**src/rtl/pipeline_control.sv**
```systemverilog
// Pipeline hazard control: stall/flush steering, halt tracking and performance counters.
module pipeline_control #(
   parameter int unsigned CNT_W = 32
) (
   input  logic             CLK,
   input  logic             nRST,
   input  logic             ihit,
   input  logic             dhit,
   input  logic             mem_req,
   input  logic             mem_halt,
   input  logic [1:0]       pred,
   input  logic [4:0]       id_rs,
   input  logic [4:0]       id_rt,
   input  logic [4:0]       ex_wsel,
   input  logic             ex_MemRd,
   output logic             pc_en,
   output logic             fetch_en,
   output logic             decode_en,
   output logic             exec_en,
   output logic             mem_en,
   output logic             fetch_flush,
   output logic             decode_flush,
   output logic             exec_flush,
   output logic             halt,
   output logic [CNT_W-1:0] cycle_cnt,
   output logic [CNT_W-1:0] mispred_cnt
);

   localparam logic [1:0] WRONG_PRED = 2'd1;

   typedef enum logic {
      RUN    = 1'b0,
      HALTED = 1'b1
   } state_t;

   state_t state;

   logic dstall;
   logic load_use;
   logic mispred;

   // Hazard decode from the current stage contents
   always_comb begin
      dstall   = mem_req && !dhit;
      load_use = ex_MemRd && (ex_wsel != 5'd0) &&
                 ((ex_wsel == id_rs) || (ex_wsel == id_rt));
      mispred  = (pred == WRONG_PRED);
   end

   // State, halt flag and counters; the transition edge into HALTED still counts as RUN
   always_ff @(posedge CLK or negedge nRST) begin
      if (!nRST) begin
         state       <= RUN;
         halt        <= 1'b0;
         cycle_cnt   <= '0;
         mispred_cnt <= '0;
      end else begin
         case (state)
            RUN: begin
               cycle_cnt <= cycle_cnt + CNT_W'(1);
               if (mispred && !dstall) begin
                  mispred_cnt <= mispred_cnt + CNT_W'(1);
               end
               if (mem_halt && !dstall) begin
                  state <= HALTED;
                  halt  <= 1'b1;
               end
            end
            HALTED: begin
               state <= HALTED;
               halt  <= 1'b1;
            end
            default: begin
               state <= RUN;
               halt  <= 1'b0;
            end
         endcase
      end
   end

   // Latch enables and bubble injection in priority order: halted, dstall, mispredict, load-use, ifetch miss
   always_comb begin
      pc_en        = 1'b0;
      fetch_en     = 1'b0;
      decode_en    = 1'b0;
      exec_en      = 1'b0;
      mem_en       = 1'b0;
      fetch_flush  = 1'b0;
      decode_flush = 1'b0;
      exec_flush   = 1'b0;
      if (state == RUN && !dstall) begin
         pc_en     = 1'b1;
         fetch_en  = 1'b1;
         decode_en = 1'b1;
         exec_en   = 1'b1;
         mem_en    = 1'b1;
         if (mispred) begin
            fetch_flush  = 1'b1;
            decode_flush = 1'b1;
            exec_flush   = 1'b1;
         end else if (load_use) begin
            pc_en        = 1'b0;
            fetch_en     = 1'b0;
            decode_flush = 1'b1;
         end else if (!ihit) begin
            pc_en       = 1'b0;
            fetch_flush = 1'b1;
         end
      end
   end

endmodule

```
**config.mk**
```make
export PLATFORM = sky130hd
export DESIGN_NAME = pipeline_control
export DESIGN_NICKNAME = d
export VERILOG_FILES = /design/src/rtl/pipeline_control.sv
export SDC_FILE = /design/constraint.sdc
export NUM_CORES = 1
export LEC_CHECK = 0
export CELL_PAD_IN_SITES_DETAIL_PLACEMENT = 0
export CELL_PAD_IN_SITES_GLOBAL_PLACEMENT = 2
export CORE_MARGIN = 1.5
export CORE_UTILIZATION = 23
export CTS_CLUSTER_SIZE = 8
export DETAILED_ROUTE_END_ITERATION = 10
export PLACE_DENSITY = 0.69
export SETUP_SLACK_MARGIN = 0.5
export SYNTH_ARGS = -nofsm -noshare
export SYNTH_HDL_FRONTEND = slang
export SYNTH_SLANG_ARGS = --single-unit
```
**constraint.sdc**
```tcl
create_clock -name CLK -period 1.96 [get_ports CLK]
set_input_delay 0.294 -clock CLK [delete_from_list [all_inputs] [get_ports CLK]]
set_output_delay 0.294 -clock CLK [all_outputs]
set_load 0.03 [all_outputs]
```
Word-level counts from Yosys, hierarchy flattened --
Index checks and enable logic that the tools add are counted. Widths: inputs -> output; s select.
Word-level totals: bits of input ports 24, bits in registers 66, word-level logic and storage cells 43
Cells by class: multiplexer cells 21, bitwise logic cells 1, add/sub/neg operators 2, equality and inequality tests 4, reductions and logical operators 11
Operator list (count):
- $add 32x1->32 const B | 2
- $mux 1 | 19
- $eq 5x5->1 | 2
- $logic_and 1x1->1 | 6
- $reduce_bool 5->1 | 1
- $pmux 1 s2 | 2
- $eq 2x1->1 const B | 1
- $logic_not 1->1 | 2
- $ne 2x2->1 const B | 1
- $reduce_and 2->1 | 1
- $logic_or 1x1->1 | 1
- $not 1->1 | 1

Logic depth before layout (Yosys ltp) --
Gate-level depths: netlist of run 1.
depth after elaboration 6, depth in mapped cells 6

Worst setup path after synthesis of run 1 --
No wires, ideal clock.
kind reg2reg, start point register cycle_cnt[0], end point register cycle_cnt[26], setup time 134 ps, buffers on the path 0, data required time 1826 ps, data arrival time 1779 ps, setup slack 47 ps, period minus slack after synthesis 1913 ps, cell stages (with the launch flop) 7, cells stage by stage dfrtp_1 ha_1 nand2_1 nor4_4 and3_4 nand3_2 xnor2_1
On the way: word-level cells in the longest chain between the ends 1
RTL lines:
- start: declaration | RTL line 25 | output logic [CNT_W-1:0] cycle_cnt,
- start signal: assignment | RTL line 60 | cycle_cnt <= cycle_cnt + CNT_W'(1);
- $add 32x1->32 | RTL line 60
No other way between the ends. A chain may end at the register's enable or synchronous reset.

Final worst setup path of run 1 --
start point input port ex_wsel[3], end point output port decode_flush
On the way: word-level cells in the longest chain between the ends 6, elaborated cells on any way between the ends 9
RTL lines:
- start: declaration | RTL line 14 | input logic [4:0] ex_wsel,
- $eq 5x5->1 or $reduce_bool 5->1 (tied branches) | RTL line 46, 45
- $logic_or 1x1->1 or $logic_and 1x1->1 (tied branches) | RTL line 46, 45
- $logic_and 1x1->1 (*) | RTL line 45 | load_use = ex_MemRd && (ex_wsel != 5'd0) &&
- $mux 1 (*) | RTL line 101 | end else if (load_use) begin
- $mux 1 (*) | RTL line 97 | if (mispred) begin
- $mux 1 (*) | RTL line 91 | if (state == RUN && !dstall) begin
- end: declaration | RTL line 22 | output logic decode_flush,
Mark *: on every way between the ends. The rest lies on a longest branch, timed or not.

==> results of run 1 <==
[worst min-delay path by stage]
stage	cells past startpoint	slack [ns]	to	start
floorplan	0	-0.002	cycle_cnt[0]$_DFFE_PN0N_	nRST
global placement	2	0.35	cycle_cnt[16]$_DFFE_PN0N_	nRST
detailed placement	2	0.35	cycle_cnt[17]$_DFFE_PN0N_	nRST
CTS	1	0.47	cycle_cnt[31]$_DFFE_PN0N_	cycle_cnt[31]$_DFFE_PN0N_
global route	1	0.49	cycle_cnt[15]$_DFFE_PN0N_	cycle_cnt[15]$_DFFE_PN0N_
finish	1	0.46	cycle_cnt[31]$_DFFE_PN0N_	cycle_cnt[31]$_DFFE_PN0N_
[registers in the layout, indices dropped and copies added (netlist names)]
| signal | flops |
|---|---|
| state | 1 |
| mispred_cnt | 32 |
| cycle_cnt | 32 |
| halt | 1 |
[kinds of logic after synthesis]
family	synth area share
buf+inv	0.0120
flops	0.528
mux	0.00720
fa+ha+maj	0.00800
simple gates	0.228
compound gates	0.0144
xor+xnor	0.202
[Yosys cell counts, drive strengths merged]
master / n
a21o: 1
a21oi: 4
and2: 2
and2b: 2
and3: 8
and4: 8
and4b: 1
buf: 3
clkbuf: 1
dfrtp: 66
ha: 2
inv: 2
mux2: 2
nand2: 26
nand2b: 4
nand3: 27
nand4: 11
nand4b: 2
nor2: 8
nor3: 6
nor4: 5
o21a: 1
o21ai: 2
or2: 2
or4: 1
xnor2: 54
xor2: 18
[what timing repair did]
action	CTS	global route
cloned	0	0
gates resized for setup	211	97
hold buffers	1	0
endpoints found under the hold margin	26	0
buffers inserted	43	22
pin swaps	67	52
endpoints found under the setup margin	121	103
[report_power, final]
| part | switching [mW] | leakage (nW) | internal, mW |
|---|---|---|---|
| clock | 0.570 | 0.147 | 1.05 |
| combinational | 0.192 | 1.72 | 0.196 |
| sequential | 0.0536 | 0.847 | 1.40 |
[cells in the final DEF, fill, tap and decap left out, types with 12 or more instances in the layout]
master / n
dfrtp_1: 30
xor2_1: 16
xnor2_1: 48
dfrtp_2: 36
dlygate4sd2_1: 16
buf_4: 55
buf_6: 38
clkdlybuf4s15_1: 17
nand3_2: 14
clkbuf_2: 26
nand2_1: 12
[layer usage]
metal / vias to the layer above / global-route usage / wire length (um) / share of wire
met5: - / 0 / 0 / 0
met4: 0 / 0.0618 / 160 / 0.019
met3: 12 / 0.0409 / 513 / 0.062
met2: 74 / 0.190 / 3910 / 0.47
met1: 1300 / 0.148 / 3680 / 0.44
li1: 1311 / - / - / -
[metrics by stage]
| step | utilization | setup WS, ns | power, mW | setup TNS (ns) | hold slack (ns) |
|---|---|---|---|---|---|
| after floorplan | - | 0.269 | 1.59 | 0 | -0.00159 |
| after global placement | 0.348 | -0.268 | 1.76 | -1.34 | 0.348 |
| after detailed placement | 0.348 | -0.270 | 1.77 | -1.41 | 0.349 |
| after CTS | 0.413 | 0.0784 | 3.50 | 0 | 0.469 |
| after global routing | 0.432 | 0.0737 | 3.63 | 0 | 0.493 |
| final | 0.432 | 0.0932 | 3.46 | 0 | 0.462 |
[area by class of cell]
cell class / count / area, um2
well taps: 176 / 220
flip-flops and latches: 66 / 1700
repair buffers: 181 / 1570
clock inverters: 2 / 35.0
clock buffers: 14 / 264
fillers: 1289 / 7520
multi-input cells: 197 / 1920
inverters: 2 / 10.0
==> results.md, run 1 <==
* Final Cycle Share at 0.952
* Final ANT Viol Nets at 0
* Post-DP Area at ~4600 um2
* Slew Limit Headroom at 0.756
* Worst hold path class: reg2reg
* Share of cells above drive strength 1 at 0.593
* Ant diodes at 0
* CTS tree: yes
* Detailed Place HPWL at 5.36 mm
* CTS max path bufs at 2
* Crit start category: primary input
* Yosys reg bits at 66
* Unrepaired setup endpoints after global routing: yes
* VDD IR max at 0.413 mV
* Die W at 120 um
* Crit Path Max Fanout at 4
* Wirelength per Cell at roughly 13 um
* Critical path origin: ex_wsel[3]
* Minimum clock period after layout at around 1.9 ns
* CTS clk-pin slew, worst paths at 0.05 ns
* Critical path class: in2out
* YS warnings at 0
* Arr. time, crit path at between 1.5 and 2 ns
* Status: finished clean
* GPL Wtd Cong at approximately 0.7
* PortBufs at 96
* Final hold violation count at 0
* Total track usage at 0.121
* Crit-path max cell delay at between 0.5 and 0.6 ns
* Final setup skew at between 0.005 and 0.006 ns
* Total stage count of the critical path at 7
* Starting Density at 0.236
* Crit. End Element: output pin
* Vias in the first global route at between 2000 and 3000
* Die extent in y at 120 um
* PD cells at a little over 600 nW/um2
* Post-Layout Cell Count at 638
* FF-to-FF End: cycle_cnt[26]$_DFFE_PN0N_
* Layout area overhead at 83.0%
* Dpl cells at between 500 and 600
* CTS root buf: clkbuf_16
* First-pass GRT wire length at around 13 mm
* NumNets Final at just under 500
* Most used cell, CP: buf_6
* Syn Std Cell Area at approximately 3100 um2
* Worst-path cell chain: buf_6, or4_4, o21ai_2, a21oi_2, buf_6, o21a_4, buf_6
* Worst reg-to-reg path cell count at 7
* Worst r2r src: state$_DFF_PN0_
* CP Capture Point: decode_flush
* Slowest CP cell: or4_4
* P_leak at about 2.7 nW
* Post-Synthesis Cells at roughly 270
* Buffer and inverter count on the worst path at 3
* DRT iter0 DRCs at 87
* Residual DRC count at 0
* Gr ovfl total at 0
* Register-to-register setup slack at between 0.2 and 0.3 ns
* Seq/Total Area, Yosys at 0.528
* Rows at 42
* Worst skew pair latency at between 0.3 and 0.4 ns
* Count of different cell masters after synthesis at 34
* Pin count of the biggest net entering global routing at between 60 and 70
* Post-synth top area cell: dfrtp_1
* H-tree levels at 3
* Detailed Routing Iterations Pass 1 at 4
* Slew Limit Fails at 0
* # setup viols final at 0
* Full die area at between 10000 and 15000 um2
* Initial antenna violation count at 0
* Worst slew pin tran at 0.365 ns
* Vias per cell at 4.23
* Max Cap Viol at 0
* Clock Sinks at 66
* Number of vias in the routed layout at about 2700
* Syn Nets at 295
* Syn Area/Cell at between 10 and 15 um2
* Top-level port count at 97
* Post-synth top area share at 0.528
* Final WL at 8.26 mm
* Highest clock rate at 536 MHz
* Clock buffer count from CTS at 9
* Core ar. at 13200 um2
* Critical Path RT at around 1.7 ns
* Design Area, Final at 5720 um2
* Top cells by area, synth: dfrtp_1 53%, xnor2_1 15%, xor2_1 5.0%, nand3_1 3.8%, nand2_1 3.1%
* Delay-heaviest family, CP: simple AND/OR/NAND/NOR gates
Power figures use the tool's default switching activity.
==> inputs of run 2 (changes only) <==
--- a/config.mk
+++ b/config.mk
@@ -8,10 +8,10 @@
 export CELL_PAD_IN_SITES_DETAIL_PLACEMENT = 0
 export CELL_PAD_IN_SITES_GLOBAL_PLACEMENT = 2
 export CORE_MARGIN = 1.5
-export CORE_UTILIZATION = 23
+export CORE_UTILIZATION = 29
 export CTS_CLUSTER_SIZE = 8
 export DETAILED_ROUTE_END_ITERATION = 10
-export PLACE_DENSITY = 0.69
+export PLACE_DENSITY = 0.83
 export SETUP_SLACK_MARGIN = 0.5
 export SYNTH_ARGS = -nofsm -noshare
 export SYNTH_HDL_FRONTEND = slang
==> results.md, run 2 (synthesis results as in run 1) <==
* DRT iter0 DRCs at 62
* Final ANT Viol Nets at 0
* Vias per cell at 4.55
* Final hold violation count at 0
* Vias in the first global route at between 2000 and 3000
* Pin count of the biggest net entering global routing at between 60 and 70
* Rows at 37
* Worst slew pin tran at 0.392 ns
* Critical path class: in2out
* Gr ovfl total at 0
* Met2 Track Usage GR at 0.240
* Grt met3 use at 0.0486
* Clock Sinks at between 60 and 70
* Core ar. at roughly 10000 um2
* Detailed Place HPWL at approximately 5.3 mm
* Top-level port count at 97
* Register-to-register setup slack at about 0.33 ns
* Final Cycle Share at 0.950
* Highest clock rate at 537 MHz
* Crit. End Element: output pin
* Max Cap Viol at 0
* Share of cells above drive strength 1 at 0.596
* Total track usage at 0.142
* PD cells at about 570 nW/um2
* VDD IR max at ~0.36 mV
* # setup viols final at 0
* Initial antenna violation count at 0
* Minimum clock period after layout at 1.86 ns
* Met1 usage at 0.167
* Status: finished clean
* PortBufs at 96
* Pwr Total at 3.09 mW
* Core Util, Final at 0.526
* Final setup skew at about 0.0077 ns
* Worst reg-to-reg path cell count at 5
* Unrepaired setup endpoints after global routing: yes
* Critical path origin: ex_wsel[2]
* Critical Path RT at about 1.7 ns
* Number of vias in the routed layout at between 2000 and 3000
* Die extent in y at approximately 110 um
* Ant diodes at 0
* H-tree levels at 3
* Final WL at about 8.0 mm
* CTS tree: yes
* Slew Limit Headroom at 0.739
* Detailed Routing Iterations Pass 1 at 3
* Grt peak-use layer: met2
* FF-to-FF End: cycle_cnt[27]$_DFFE_PN0N_
* Full die area at between 10000 and 15000 um2
* Worst skew pair latency at 0.34 ns
* Layout area overhead at 74.5%
* Arr. time, crit path at about 1.6 ns
* Wirelength per Cell at around 14 um
* Largest registers: cycle_cnt x32, mispred_cnt x32
* First-pass GRT wire length at approximately 13 mm
* CTS clk-pin slew, worst paths at around 0.07 ns
* Crit start category: primary input
* P_leak at between 2 and 3 nW
* Hold_ws at 0.461 ns
* Worst hold path class: reg2reg
* Commonest non-fill, non-tap cell in the layout: buf_4
* Die W at approximately 110 um
* NumNets Final at about 470
* Crit Path Max Fanout at 2
* Commonest non-fill, non-tap cells in the layout: 52 x buf_4, 47 x xnor2_1, 38 x dfrtp_2, 28 x dfrtp_1, 28 x buf_6
* CP Capture Point: decode_flush
* Residual DRC count at 0
* Slew Limit Fails at 0
* CTS max path bufs at 2
* Worst r2r src: cycle_cnt[7]$_DFFE_PN0N_
* Clock buffer count from CTS at 9
* CTS root buf: clkbuf_8
* GPL Wtd Cong at 0.702
* Starting Density at 0.302
run 2: cell count changes in the layout (fill, tap and decap cells not counted), sizes merged, moves of 2 or more:
cell           change
clkbuf             -4
dlygate4sd2        -3
clkdlybuf4s15     +10
dlymetal6s2s       -3
buf               -11
clkinv             +2
clkdlybuf4s50      -3
run 2: final cells by class:
cell class                 instances  area [um2]
tap                              136         170
fill                             954        4910
sequential                        66        1700
clock buffer                      11         131
multi-input combinational        197        1910
inverter                           2        10.0
timing repair buffer             169        1460
clock inverter                     5        78.8
run 2: what timing repair did:
item | in CTS | in global routing
buffers inserted | 36 | 16
endpoints found under the setup margin | 122 | 96
hold buffers | 1 | 0
cloned | 0 | 0
gates resized for setup | 232 | 88
hold endpoints to repair | 66 | 0
pin swaps | 53 | 39
run 2: metal layers:
layer / up-vias / share of wire
met2: 73 / 0.51
li1: 1277 / -
met4: 0 / 0.0098
met5: - / 0
met3: 9 / 0.068
met1: 1306 / 0.41
run 2: stage by stage:
step / TNS, ns / setup WS (ns) / instance area [um2] / cells
finish: 0 / 0.0990 / 5460 / 586
global route: 0 / 0.0683 / 5460 / 586
CTS: 0 / 0.0960 / 5270 / 570
detailed placement: -1.66 / -0.267 / 4560 / 517
global placement: -1.08 / -0.264 / 4560 / 517
floorplan: 0 / 0.269 / 3330 / 269
run 2: how the worst min path moves through the flow:
| stage | endpoint | startpoint | slack, ns | depth (start not counted) |
|---|---|---|---|---|
| floorplan | cycle_cnt[0]$_DFFE_PN0N_ | nRST | -0.002 | 0 |
| global placement | cycle_cnt[21]$_DFFE_PN0N_ | nRST | 0.34 | 2 |
| detailed placement | cycle_cnt[21]$_DFFE_PN0N_ | nRST | 0.34 | 2 |
| CTS | halt$_DFFE_PN0P_ | halt$_DFFE_PN0P_ | 0.47 | 1 |
| global route | halt$_DFFE_PN0P_ | halt$_DFFE_PN0P_ | 0.48 | 1 |
| finish | halt$_DFFE_PN0P_ | halt$_DFFE_PN0P_ | 0.46 | 1 |
run 2: critical path, stage by stage:
cell     delay, ns
buf_6         0.09
or4_4         0.52
o21ai_2       0.13
a21oi_2       0.06
buf_4         0.14
o21a_4        0.20
buf_6         0.13
run 2: where the power goes:
part / total [mW] / leakage [nW] / internal [mW] / switching, mW
Clock: 1.24 / 0.107 / 0.715 / 0.524
Sequential: 1.44 / 0.845 / 1.39 / 0.0459
Combinational: 0.414 / 1.64 / 0.207 / 0.207
Total: 3.09 / 2.59 / 2.32 / 0.777
==> inputs of run 3 (changes only) <==
--- a/config.mk
+++ b/config.mk
@@ -11,7 +11,7 @@
 export CORE_UTILIZATION = 29
 export CTS_CLUSTER_SIZE = 8
 export DETAILED_ROUTE_END_ITERATION = 10
-export PLACE_DENSITY = 0.83
+export PLACE_DENSITY = 0.9
 export SETUP_SLACK_MARGIN = 0.5
 export SYNTH_ARGS = -nofsm -noshare
 export SYNTH_HDL_FRONTEND = slang
==> results.md, run 3 (synthesis results as in run 1) <==
* Status: finished clean
* Clock buffer count from CTS at 9
* Final WL at approximately 8.5 mm
* Final worst setup slack at about 0.10 ns
* Arr. time, crit path at ~1.6 ns
* Minimum clock period after layout at 1.86 ns
* Critical path class: in2out
* FF-to-FF End: mispred_cnt[29]$_DFFE_PN0P_
* Wirelength per Cell at 14.5 um
* Share of cells above drive strength 1 at 0.624
* VDD IR max at between 0.3 and 0.4 mV
* Dpl cells at between 500 and 600
* Dpl ws at -0.301 ns
* PortBufs at 96
* Crit start category: primary input
* CTS tree: yes
* Unrepaired setup endpoints after global routing: yes
* Worst skew pair latency at 0.34 ns
* Crit Path Max Fanout at 4
* Final hold violation count at 0
* PD cells at approximately 560 nW/um2
* H-tree levels at 3
* Max Cap Viol at 0
* Post-Layout Cell Count at between 500 and 600
* Register-to-register setup slack at just under 0.3 ns
* Detailed Routing Iterations Pass 1 at 4
* Residual DRC count at 0
* Die extent in y at roughly 110 um
* Crit. End Element: output pin
* Full die area at 11400 um2
* NumNets Final at between 400 and 500
* Largest registers: cycle_cnt x32, mispred_cnt x32
* Hold Path End: mispred_cnt[31]$_DFFE_PN0P_
* Highest clock rate at between 500 and 600 MHz
* P_leak at ~2.6 nW
* Hold Startpoint: mispred_cnt[31]$_DFFE_PN0P_
* Vias per cell at between 4 and 5
* Final Cycle Share at 0.948
* Vias in the first global route at around 2800
* DRT iter0 DRCs at between 60 and 70
* Layout area overhead at 73.8%
* Starting Density at 0.302
* Detailed Place HPWL at between 5 and 6 mm
* FILL cells at 944
* Commonest non-fill, non-tap cell in the layout: buf_4
* Initial antenna violation count at 0
* Post-DP Area at roughly 4500 um2
* Worst slew pin tran at ~0.38 ns
* Worst r2r src: mispred_cnt[0]$_DFFE_PN0P_
* Number of vias in the routed layout at roughly 2700
* Rows at 37
* Worst Hold Path Cells at 1
* GPL Wtd Cong at approximately 0.76
* CTS root buf: clkbuf_8
* Slew Limit Headroom at 0.749
* Top-level port count at 97
* CTS max path bufs at 2
* Commonest non-fill, non-tap cells in the layout: 51 x buf_4, 45 x xnor2_1, 40 x dfrtp_2, 32 x clkbuf_2, 28 x buf_6
* Final setup skew at ~0.008 ns
* Pin count of the biggest net entering global routing at 67
* Final ANT Viol Nets at 0
* Ant diodes at 0
* # setup viols final at 0
* Design Area, Final at between 5000 and 6000 um2
* Critical Path RT at around 1.7 ns
* Core ar. at between 10000 and 15000 um2
* Slew Limit Fails at 0
* Total track usage at 0.153
* CTS clk-pin slew, worst paths at 0.07 ns
* Clock Sinks at 66
* Die W at ~110 um
* Worst reg-to-reg path cell count at 6
* Worst hold path class: reg2reg
* Gr ovfl total at 0
* First-pass GRT wire length at between 10 and 15 mm
==> run 3: cell types whose count changed in the layout (fill, tap and decap cells not counted), moves of 3 or more <==
cell             previous run  this run
buf_2                       7        10
clkbuf_2                   25        32
clkdlybuf4s15_1            18        12
clkdlybuf4s15_2            20        16
==> run 3: final cells by class <==
type	count	area [um2]	share of cell area
Clock buffer	11	141	0.0260
Clock inverter	5	77.6	0.0143
Inverter	2	10.0	0.00184
Multi-Input combinational cell	197	1940	0.356
Sequential cell	66	1700	0.313
Tap cell	136	170	0.0313
Timing Repair Buffer	168	1400	0.257
==> run 3: metrics by stage <==
step / power, mW / hold WS (ns) / util / TNS, ns
floorplan: 1.59 / -0.00159 / - / 0
global placement: 1.76 / 0.342 / 0.437 / -1.29
detailed placement: 1.77 / 0.354 / 0.437 / -1.63
CTS: 3.13 / 0.471 / 0.513 / 0
global route: 3.21 / 0.484 / 0.524 / 0
finish: 3.07 / 0.466 / 0.524 / 0
==> run 3: worst max path at each step <==
stage                               start                         to  cells after the start
after global placement         ex_wsel[1]               decode_flush                      6
final                          ex_wsel[1]               decode_flush                      8
after CTS                      ex_wsel[1]               decode_flush                      6
after floorplan           state$_DFF_PN0_  cycle_cnt[26]$_DFFE_PN0N_                      6
after global routing           ex_wsel[1]               decode_flush                      8
after detailed placement       ex_wsel[3]               decode_flush                      7
==> run 3: layer usage <==
| layer | global-route usage | vias to the layer above | routed length [um] |
|---|---|---|---|
| met2 | 0.264 | 58 | 4450 |
| li1 | - | 1278 | - |
| met1 | 0.190 | 1360 | 3670 |
| met4 | 0.0429 | 0 | 92 |
| met3 | 0.0365 | 8 | 287 |
| met5 | 0 | - | 0 |
==> run 3: critical path, cell delays in order <==
cell and delay (ns):
buf_8 0.10, buf_6 0.10, xor2_1 0.13, nor3_1 0.19
nand3_1 0.15, a21oi_4 0.31, o21a_4 0.17, buf_6 0.12
==> run 3: what timing repair did <==
item,CTS,global route
setup buffers,41,15
endpoints found under the hold margin,66,0
hold buffers,1,0
endpoints found under the setup margin,120,106
pin swaps,69,31
gates resized for setup,245,96
==> run 3: power breakdown <==
part,internal [mW],total (mW),switching [mW]
Sequential,1.39,1.44,0.0437
Combinational,0.162,0.356,0.194
Clock,0.747,1.27,0.527
Total,2.30,3.07,0.765
